**src/rtl/cpu_pkg.sv**
```systemverilog
`default_nettype none
// +----------------------------------------------------------------------------+
// | cpu_pkg                                                                    |
// | Shared widths, opcode field bounds and fetch state encoding for the core.  |
// | Revision: 1.0                                                              |
// +----------------------------------------------------------------------------+
package cpu_pkg;

    localparam int PC_W    = 10;
    localparam int INSTR_W = 16;
    localparam int IMM_W   = 9;
    localparam int OPC_MSB = 15;
    localparam int OPC_LSB = 10;

    typedef enum logic [1:0] {
        IDLE   = 2'd0,
        RUN    = 2'd1,
        SQUASH = 2'd2
    } fetch_state_t;

endpackage
`default_nettype wire

```
**src/rtl/fetch_buf.sv**
```systemverilog
`default_nettype none
// +----------------------------------------------------------------------------+
// | fetch_buf                                                                  |
// | Two-entry instruction queue: IR (presented word) and PB (prefetched word). |
// | Revision: 1.0                                                              |
// +----------------------------------------------------------------------------+
module fetch_buf
    import cpu_pkg::*;
#(
    parameter int DATA_W = INSTR_W,
    parameter int TAG_W  = PC_W
) (
    input  logic              clk,
    input  logic              rst_b,
    input  logic              flush,
    input  logic              push,
    input  logic [DATA_W-1:0] push_data,
    input  logic [TAG_W-1:0]  push_pc,
    input  logic              pop,
    output logic              ir_valid,
    output logic [DATA_W-1:0] ir_data,
    output logic [TAG_W-1:0]  ir_pc,
    output logic              pb_valid,
    output logic              pb_valid_nxt
);

    logic              r_ir_valid;
    logic [DATA_W-1:0] r_ir_data;
    logic [TAG_W-1:0]  r_ir_pc;
    logic              r_pb_valid;
    logic [DATA_W-1:0] r_pb_data;
    logic [TAG_W-1:0]  r_pb_pc;

    // A push never coincides with a pop while PB is full: the fetcher does
    // not request while PB holds a word.
    always_ff @(posedge clk) begin
        if (rst_b) begin
            r_ir_valid <= 1'b0;
            r_ir_data  <= '0;
            r_ir_pc    <= '0;
            r_pb_valid <= 1'b0;
            r_pb_data  <= '0;
            r_pb_pc    <= '0;
        end else if (flush) begin
            r_ir_valid <= 1'b0;
            r_pb_valid <= 1'b0;
        end else if (pop) begin
            if (r_pb_valid) begin
                r_ir_data  <= r_pb_data;
                r_ir_pc    <= r_pb_pc;
                r_pb_valid <= 1'b0;
            end else if (push) begin
                r_ir_data  <= push_data;
                r_ir_pc    <= push_pc;
            end else begin
                r_ir_valid <= 1'b0;
            end
        end else if (push) begin
            if (!r_ir_valid) begin
                r_ir_valid <= 1'b1;
                r_ir_data  <= push_data;
                r_ir_pc    <= push_pc;
            end else begin
                r_pb_valid <= 1'b1;
                r_pb_data  <= push_data;
                r_pb_pc    <= push_pc;
            end
        end
    end

    assign pb_valid_nxt = ~flush & ((r_pb_valid & ~pop) | (push & ~pop & r_ir_valid));

    assign ir_valid = r_ir_valid;
    assign ir_data  = r_ir_data;
    assign ir_pc    = r_ir_pc;
    assign pb_valid = r_pb_valid;

endmodule
`default_nettype wire

```
**src/rtl/fetch_unit.sv**
```systemverilog
`default_nettype none
// +----------------------------------------------------------------------------+
// | fetch_unit                                                                 |
// | Instruction fetch: owns the PC, fetches over req/ack, redirects on branch. |
// | Revision: 1.0                                                              |
// +----------------------------------------------------------------------------+
module fetch_unit #(
    parameter int                     PC_W     = cpu_pkg::PC_W,
    parameter int                     INSTR_W  = cpu_pkg::INSTR_W,
    parameter logic [PC_W-1:0]        RESET_PC = '0
) (
    input  logic               clk,
    input  logic               rst_b,
    output logic               mem_req,
    output logic [PC_W-1:0]    mem_addr,
    input  logic               mem_ack,
    input  logic [INSTR_W-1:0] mem_rdata,
    output logic               instr_valid,
    input  logic               cu_ready,
    output logic [INSTR_W-1:0] instruction,
    output logic [15:0]        imm,
    output logic [PC_W-1:0]    pc,
    input  logic               branch,
    input  logic [PC_W-1:0]    branch_target
);
    import cpu_pkg::*;

    fetch_state_t    r_state, w_state_nxt;
    logic [PC_W-1:0] r_fa, w_fa_nxt;
    logic [PC_W-1:0] r_mem_addr, w_mem_addr_nxt;
    logic            r_mem_req, w_mem_req_nxt;

    logic            w_ack, w_cons, w_take_branch, w_push;
    logic            w_ir_valid, w_pb_valid, w_pb_valid_nxt;

    assign w_ack         = r_mem_req & mem_ack;
    assign w_cons        = w_ir_valid & cu_ready;
    assign w_take_branch = w_cons & branch;
    assign w_push        = w_ack & (r_state == RUN) & ~w_take_branch;

    always_comb begin
        w_state_nxt    = r_state;
        w_fa_nxt       = r_fa;
        w_mem_req_nxt  = r_mem_req;
        w_mem_addr_nxt = r_mem_addr;
        case (r_state)
            IDLE: begin
                w_state_nxt    = RUN;
                w_mem_req_nxt  = 1'b1;
                w_mem_addr_nxt = r_fa;
            end
            RUN: begin
                if (w_take_branch) begin
                    w_fa_nxt = branch_target;
                end else if (w_ack) begin
                    w_fa_nxt = r_fa + PC_W'(1);
                end
                // An outstanding request must complete at its own address;
                // a redirect during it has to throw that word away later.
                if (r_mem_req && !mem_ack) begin
                    if (w_take_branch) begin
                        w_state_nxt = SQUASH;
                    end
                end else begin
                    w_mem_req_nxt  = ~w_pb_valid_nxt;
                    w_mem_addr_nxt = w_fa_nxt;
                end
            end
            SQUASH: begin
                if (w_ack) begin
                    w_state_nxt    = RUN;
                    w_mem_req_nxt  = 1'b1;
                    w_mem_addr_nxt = r_fa;
                end
            end
            default: begin
                w_state_nxt   = IDLE;
                w_mem_req_nxt = 1'b0;
            end
        endcase
    end

    always_ff @(posedge clk) begin
        if (rst_b) begin
            r_state    <= IDLE;
            r_fa       <= RESET_PC;
            r_mem_req  <= 1'b0;
            r_mem_addr <= RESET_PC;
        end else begin
            r_state    <= w_state_nxt;
            r_fa       <= w_fa_nxt;
            r_mem_req  <= w_mem_req_nxt;
            r_mem_addr <= w_mem_addr_nxt;
        end
    end

    fetch_buf #(
        .DATA_W (INSTR_W),
        .TAG_W  (PC_W)
    ) u_fetch_buf (
        .clk          (clk),
        .rst_b        (rst_b),
        .flush        (w_take_branch),
        .push         (w_push),
        .push_data    (mem_rdata),
        .push_pc      (r_fa),
        .pop          (w_cons),
        .ir_valid     (w_ir_valid),
        .ir_data      (instruction),
        .ir_pc        (pc),
        .pb_valid     (w_pb_valid),
        .pb_valid_nxt (w_pb_valid_nxt)
    );

    assign mem_req     = r_mem_req;
    assign mem_addr    = r_mem_addr;
    assign instr_valid = w_ir_valid;
    assign imm         = {{(16-IMM_W){1'b0}}, instruction[IMM_W-1:0]};

    logic w_unused;
    assign w_unused = w_pb_valid;

endmodule
`default_nettype wire

```
**config.mk**
```make
export PLATFORM = sky130hd
export DESIGN_NAME = fetch_unit
export DESIGN_NICKNAME = d
export VERILOG_FILES = /design/src/rtl/cpu_pkg.sv /design/src/rtl/fetch_buf.sv /design/src/rtl/fetch_unit.sv
export SDC_FILE = /design/constraint.sdc
export NUM_CORES = 1
export LEC_CHECK = 0
export CAP_MARGIN = 10
export CORE_MARGIN = 2
export CORE_UTILIZATION = 25
export DETAILED_ROUTE_END_ITERATION = 16
export PLACE_DENSITY_LB_ADDON = 0.1
export SLEW_MARGIN = 15
export SYNTH_ARGS = -nofsm -noshare
export SYNTH_HDL_FRONTEND = slang
export SYNTH_SLANG_ARGS = --single-unit
```
**constraint.sdc**
```tcl
create_clock -name clk -period 2.2 [get_ports clk]
set_clock_uncertainty 0.2 [all_clocks]
set_input_delay 0.33 -clock clk [delete_from_list [all_inputs] [get_ports clk]]
set_output_delay 0.33 -clock clk [all_outputs]
set_load 0.005 [all_outputs]
```
==> flow_metrics.py, run 1 <==
metrics = {
    "layout": {
        "nFillCells": 1437,
        "drive_gt1_share_pct": 13.2,
        "area_growth_pct": 37.3,
        "regArea_um2": 1540,
        "multiInputGateArea_um2": 1770,
        "nets": 526,
        "diodes": 0,
        "layout.cells.non_filler": 679,
    },
    "synthesis": {
        "synth-adder-area-share_pct": 0.348,
        "ys.flop_type": "dfxtp_1",
        "synth_cell_types": 56,
        "synth_area_per_cell_um2": 8.70,
        "synth_compound_area_share_pct": 20.4,
        "synth_top_area_share_pct": 42.9,
        "syn-instance-count": 413,
        "synth_top_family_by_area": "simple AND/OR/NAND/NOR gates",
        "synth_seq_cells": 77,
        "synth_warnings": 0,
        "syn_area_um2": 3590,
        "synth_edf_count": 0,
        "synthSimpleGateAreaFrac_pct": 20.5,
        "async_flop_share_pct": 0,
        "synth_top_cell_by_area": "dfxtp_1",
        "synthMuxAreaShare_pct": 7.24,
        "synth_xor_area_share_pct": 0,
        "synth_area_leaders": "dfxtp_1 43%, mux2i_1 7.2%, nand2_1 6.8%",
        "ys_seq_area_share_pct": 42.9,
    },
    "power_and_ir_drop": {
        "ir_drop_v": 0.000263,
        "swShare_pct": 24.7,
        "p_total_mw": 3.20,
        "seqPwrFrac_pct": 45.6,
        "combPwrFrac_pct": 10.5,
        "leakage_nw": 1.86,
        "p_int_mw": 2.41,
        "p_switching_mw": 0.790,
        "clkPwrFrac_pct": 43.9,
        "p_per_area_nw_per_um2": 649,
    },
    "setup_path": {
        "start_kind": "flop",
        "crit_chain": "clkdlybuf4s50_1",
        "worst_path_max_delay_cell": "dfxtp_1",
        "cp-startpoint": "mem_req$_SDFFE_PP0P_",
        "crit_path_max_fanout": 11,
        "r2r_setup_slack_ns": 0.24,
        "path_buf_inv": 1,
        "path_delay_family": "flip-flops",
        "timing.rr.start": "mem_req$_SDFFE_PP0P_",
        "cp.depth": 1,
        "reg2reg_depth": 5,
        "worstPathArrival_ns": 1.55,
        "critical_path_required_ns": 1.67,
        "critPathCaptureType": "output pin",
        "r2r-end": "mem_addr[9]$_SDFFE_PP0P_",
        "crit_type": "reg -> out",
        "slowest_delay_ns": 0.61,
        "crit_end": "mem_req",
    },
    "global_routing": {
        "antenna_found_initial": 0,
        "grt_max_degree": 72,
        "grt_pass1_vias": 3080,
        "grt_pass1_wl_um": 16100,
        "grt_overflow": 0,
        "grt_util_all_layers_pct": 13.9,
    },
    "clocking": {
        "cts_root_buf": "clkbuf_16",
        "cts_tree": "yes",
        "cts-buffers-inserted": 9,
        "holdBufCountCts": 0,
        "path_clk_slew_ns": 0.06,
        "clockBufferDepth": 2,
        "cts-htree-levels": 3,
        "cts_setup_buffers": 0,
        "clock-sinks": 77,
        "clk_latency_ns": 0.34,
        "cts.repair.resized": 0,
    },
    "floorplan": {
        "ios": 85,
        "core_um2": 13900,
        "die_width_um": 124,
        "initial_core_util_pct": 25.8,
        "die_area_um2": 15300,
        "row_count": 43,
        "die_y_um": 124,
    },
    "route": {
        "drc": 0,
        "dr_total_vias": 3206,
        "final_antenna_net_count": 0,
        "viasPerCell": 4.72,
        "routed_wl_um": 9980,
        "drt-pass1-iter-count": 6,
        "wl_per_cell_um": 14.7,
        "drt_iter0_markers": 230,
    },
    "place": {
        "gp_congestion": 0.842,
        "portBuffers": 77,
        "hpwl_um": 6960,
        "placed_cells": 663,
    },
    "timing": {
        "min_period_over_period_pct": 94.4,
        "report.final.slew_viol_count": 0,
        "max_slew_margin_pct": 47.4,
        "fmax_mhz": 482,
        "setup_viol": 0,
        "tightest_slew_ns": 0.790,
        "hold_violations": 0,
        "rsz0062_at_grt": "no",
        "period_minus_slack_ns": 2.08,
    },
    "worst_hold_path": {
        "hold_path.class": "reg -> reg",
    },
    "run": {
        "maxCapViolations": 0,
    },
    "outcome": {
        "outcome": "finished, final reports clean",
    },
}
[sequential cells by signal, summed over array words and instances (netlist names), 2 cells and up]
register               count
r_state                    2
u_fetch_buf.ir_data       16
mem_addr                  10
u_fetch_buf.r_pb_data     16
u_fetch_buf.r_pb_pc       10
u_fetch_buf.ir_pc         10
r_fa                      10
[cells in the final DEF, fill, tap and decap left out, types with 4 or more instances in the layout]
master,instances
a21oi_1,40
o32ai_1,4
conb_1,7
clkdlybuf4s50_1,76
buf_4,30
clkbuf_16,9
nor4_1,4
a211oi_1,28
dfxtp_1,77
buf_12,5
nand4_1,4
nor3_1,9
nand3_1,4
inv_1,6
mux2i_1,26
nor2_1,38
nand2_1,65
[metal layers]
| metal | track usage, % | wire length [um] | up-vias |
|---|---|---|---|
| met1 | 18.5 | 4760 | 1482 |
| met3 | 2.66 | 469 | 14 |
| li1 | - | - | 1627 |
| met2 | 21.7 | 4550 | 83 |
| met5 | 0 | 0 | - |
| met4 | 6.39 | 194 | 0 |
[stage by stage]
step | TNS (ns) | instance area [um2] | hold WS (ns) | utilization (%) | worst slack [ns]
floorplan | 0 | 3610 | 0.236 | - | 0.362
global route | 0 | 4930 | 0.271 | 35.4 | 0.0553
finish | 0 | 4930 | 0.252 | 35.4 | 0.124
detailed placement | -0.805 | 4650 | 0.246 | 33.4 | -0.0592
CTS | 0 | 4930 | 0.254 | 35.4 | 0.0944
global placement | -0.299 | 4650 | 0.240 | 33.4 | -0.0518
[power by group through the flow]
stage	clock [mW]	sequential (mW)	combinational, mW
after floorplan	0	1.49	0.162
after global placement	0	1.49	0.342
after detailed placement	0	1.49	0.341
after CTS	1.45	1.46	0.342
after global routing	1.52	1.46	0.374
final	1.41	1.46	0.336
[cell type report]
cell class | count | share of cell area, %
clock buffer | 11 | 4.92
tap | 180 | 4.57
sequential | 77 | 31.3
timing repair buffer | 112 | 22.1
multi-input combinational | 288 | 35.9
inverter | 6 | 0.457
clock inverter | 5 | 0.736
[synthesized netlist by cell type, types with 3 or more instances]
cell      number
a211oi_1      28
a21oi_1       40
a311oi_1       3
buf_2         16
buf_4         20
clkbuf_1      10
dfxtp_1       77
inv_1          6
mux2i_1       26
nand2_1       65
nand2b_1       3
nand3_1        5
nand4_1        4
nor2_1        38
nor3_1         9
nor4_1         4
o21a_1         3
o21ai_0        3
o22ai_1        3
o31ai_1        3
o32ai_1        4
[logic make-up after synthesis]
family / Yosys count
and+or+nand+nor: 149
AOI/OAI and AO/OA: 105
DFF: 77
buffers and inverters: 54
muxes: 26
adders and majority gates: 1
other: 1
[how the worst min path moves through the flow]
stage,slack (ns),depth (start not counted),start,end
global route,0.27,2,u_fetch_buf.r_pb_pc[5]$_SDFFE_PP0P_,u_fetch_buf.r_pb_pc[5]$_SDFFE_PP0P_
CTS,0.25,2,u_fetch_buf.r_pb_data[14]$_SDFFE_PP0P_,u_fetch_buf.r_pb_data[14]$_SDFFE_PP0P_
floorplan,0.24,2,u_fetch_buf.r_pb_data[0]$_SDFFE_PP0P_,u_fetch_buf.r_pb_data[0]$_SDFFE_PP0P_
detailed placement,0.25,2,u_fetch_buf.r_pb_data[3]$_SDFFE_PP0P_,u_fetch_buf.r_pb_data[3]$_SDFFE_PP0P_
global placement,0.24,2,u_fetch_buf.r_pb_pc[4]$_SDFFE_PP0P_,u_fetch_buf.r_pb_pc[4]$_SDFFE_PP0P_
finish,0.25,2,u_fetch_buf.r_pb_pc[4]$_SDFFE_PP0P_,u_fetch_buf.r_pb_pc[4]$_SDFFE_PP0P_
No activity file was read; power rests on OpenSTA's default activity.
==> inputs of run 2 (changes only) <==
--- a/config.mk
+++ b/config.mk
@@ -6,8 +6,9 @@
 export NUM_CORES = 1
 export LEC_CHECK = 0
 export CAP_MARGIN = 10
-export CORE_MARGIN = 2
+export CORE_MARGIN = 1.5
 export CORE_UTILIZATION = 25
+export CTS_CLUSTER_DIAMETER = 100
 export DETAILED_ROUTE_END_ITERATION = 16
 export PLACE_DENSITY_LB_ADDON = 0.1
 export SLEW_MARGIN = 15
==> run 2 against run 1 <==
Net effect:
- total power rose by 2.2%
- fmax fell by 0.87%
- wire length rose by 0.20%
- combinational power barely moved
- hold slack barely moved
- critical path depth rose by 1
- clock power rose by 5%
- setup slack got worse by 0.018 ns
- flip-flop and latch count did not move
- non-clock buffer count rose by 3
- critical endpoint unchanged
==> flow_metrics.py, run 2 (synthesis gave the netlist of run 1 again) <==
metrics = {
    "floorplan": {
        "core_um2": 13900,
        "ios": 85,
        "die_width_um": 123,
        "initial_core_util_pct": 25.8,
        "die_area_um2": 15100,
        "die_y_um": 123,
        "row_count": 43,
    },
    "setup_path": {
        "timing.rr.start": "mem_req$_SDFFE_PP0P_",
        "r2r-end": "mem_addr[1]$_SDFFE_PP0P_",
        "worstPathArrival_ns": 1.56,
        "start_kind": "flop",
        "critPathCaptureType": "output pin",
        "critical_path_required_ns": 1.67,
        "r2r_setup_slack_ns": 0.20,
        "reg2reg_depth": 5,
        "crit_path_max_fanout": 8,
        "crit_type": "reg -> out",
    },
    "route": {
        "drt-pass1-iter-count": 4,
        "route.met3.wl_um": 510,
        "wl_per_cell_um": 14.7,
        "routed_wl_um": 10000,
        "met2_length_um": 4450,
        "drc": 0,
        "drt_iter0_markers": 235,
        "final_antenna_net_count": 0,
        "viasPerCell": 4.70,
        "wirelength_met1_um": 4800,
        "dr_total_vias": 3205,
        "top_layer": "met4",
    },
    "clocking": {
        "path_clk_slew_ns": 0.06,
        "clockBufferDepth": 2,
        "cts-htree-levels": 3,
        "clk_latency_ns": 0.34,
        "cts.repair.resized": 0,
        "clock-sinks": 77,
        "holdBufCountCts": 0,
        "cts_tree": "yes",
        "cts-buffers-inserted": 9,
        "cts_setup_buffers": 0,
        "cts_root_buf": "clkbuf_16",
    },
    "layout": {
        "final_area_um2": 4970,
        "regArea_um2": 1540,
        "nets": 529,
        "area_growth_pct": 38.3,
        "drive_gt1_share_pct": 13.7,
        "multiInputGateArea_um2": 1770,
        "diodes": 0,
        "final_cell_mix": "77 x dfxtp_1, 76 x clkdlybuf4s50_1, 65 x nand2_1",
        "final_common_cell": "dfxtp_1",
        "nFillCells": 1444,
    },
    "place": {
        "portBuffers": 77,
        "gp_congestion": 0.830,
        "postPlaceCellArea_um2": 4680,
        "hpwl_um": 6940,
    },
    "timing": {
        "fmax_mhz": 477,
        "setup_viol": 0,
        "tns_ns": 0,
        "period_minus_slack_ns": 2.09,
        "report.final.slew_viol_count": 0,
        "hold_violations": 0,
        "min_period_over_period_pct": 95.2,
        "tightest_slew_ns": 0.794,
        "rsz0062_at_grt": "no",
        "hold_slack_ns": 0.253,
        "max_slew_margin_pct": 47.0,
    },
    "power_and_ir_drop": {
        "p_switching_mw": 0.779,
        "combPwrFrac_pct": 10.3,
        "seqPwrFrac_pct": 44.5,
        "swShare_pct": 23.8,
        "p_total_mw": 3.27,
        "clkPwrFrac_pct": 45.1,
        "leakage_nw": 1.89,
        "ir_drop_v": 0.000276,
        "p_per_area_nw_per_um2": 658,
        "p_int_mw": 2.49,
    },
    "global_routing": {
        "grt_pass1_vias": 3020,
        "grt_overflow": 0,
        "grt_util_all_layers_pct": 13.9,
        "grt_max_degree": 72,
        "grt_pass1_wl_um": 15800,
        "antenna_found_initial": 0,
    },
    "worst_hold_path": {
        "hold_path_depth": 2,
        "hp-start": "u_fetch_buf.r_pb_pc[7]$_SDFFE_PP0P_",
        "worstHoldEndpoint": "u_fetch_buf.r_pb_pc[7]$_SDFFE_PP0P_",
        "hold_path.class": "reg -> reg",
    },
    "run": {
        "maxCapViolations": 0,
    },
    "outcome": {
        "outcome": "finished, final reports clean",
    },
}
[run 2: stage by stage]
| step | utilization, % | setup slack [ns] | std cells |
|---|---|---|---|
| floorplan | - | 0.362 | 419 |
| global placement | 33.6 | -0.270 | 666 |
| detailed placement | 33.6 | -0.301 | 666 |
| CTS | 35.7 | 0.0667 | 682 |
| global route | 35.7 | 0.0197 | 682 |
| finish | 35.7 | 0.106 | 682 |
[run 2: cell type report]
cell class,count,area share (%)
Multi-Input combinational cell,288,35.7
Sequential cell,77,31.0
Timing Repair Buffer,115,22.4
Clock buffer,10,4.61
Tap cell,180,4.53
Clock inverter,6,1.28
Inverter,6,0.453
[run 2: worst max-delay path by stage]
stage	startpoint	to	slack, ns	depth (start not counted)
after floorplan	r_fa[0]$_SDFFE_PP0N_	mem_addr[8]$_SDFFE_PP0P_	0.36	5
after global placement	mem_ack	mem_addr[1]$_SDFFE_PP0P_	-0.27	7
after detailed placement	mem_ack	mem_addr[1]$_SDFFE_PP0P_	-0.30	7
after CTS	mem_ack	mem_addr[1]$_SDFFE_PP0P_	0.07	7
after global routing	mem_req$_SDFFE_PP0P_	mem_req	0.02	2
final	mem_req$_SDFFE_PP0P_	mem_req	0.11	2
[run 2: per-layer routing]
| metal | global-route usage, % | vias up |
|---|---|---|
| met5 | 0 | - |
| met4 | 6.61 | 0 |
| met3 | 3.62 | 16 |
| met2 | 20.7 | 89 |
| met1 | 18.6 | 1462 |
| li1 | - | 1638 |
[run 2: critical path, stage by stage, from the launching register on]
cell and delay [ns]:
dfxtp_1 0.52, buf_4 0.21, clkdlybuf4s50_1 0.49
[run 2: power groups by stage]
stage / registers [mW] / clock network [mW] / logic, mW
2_1_floorplan: 1.49 / 0 / 0.162
3_3_place_gp: 1.49 / 0 / 0.343
3_5_place_dp: 1.49 / 0 / 0.342
4_1_cts: 1.46 / 1.54 / 0.344
5_1_grt: 1.46 / 1.60 / 0.374
6_report: 1.46 / 1.48 / 0.339
==> inputs of run 3 (changes only) <==
--- a/config.mk
+++ b/config.mk
@@ -15,3 +15,4 @@
 export SYNTH_ARGS = -nofsm -noshare
 export SYNTH_HDL_FRONTEND = slang
 export SYNTH_SLANG_ARGS = --single-unit
+export TNS_END_PERCENT = 50
==> results of run 3 <==
The final DEF is identical to that of run 2; final timing and power are the same.
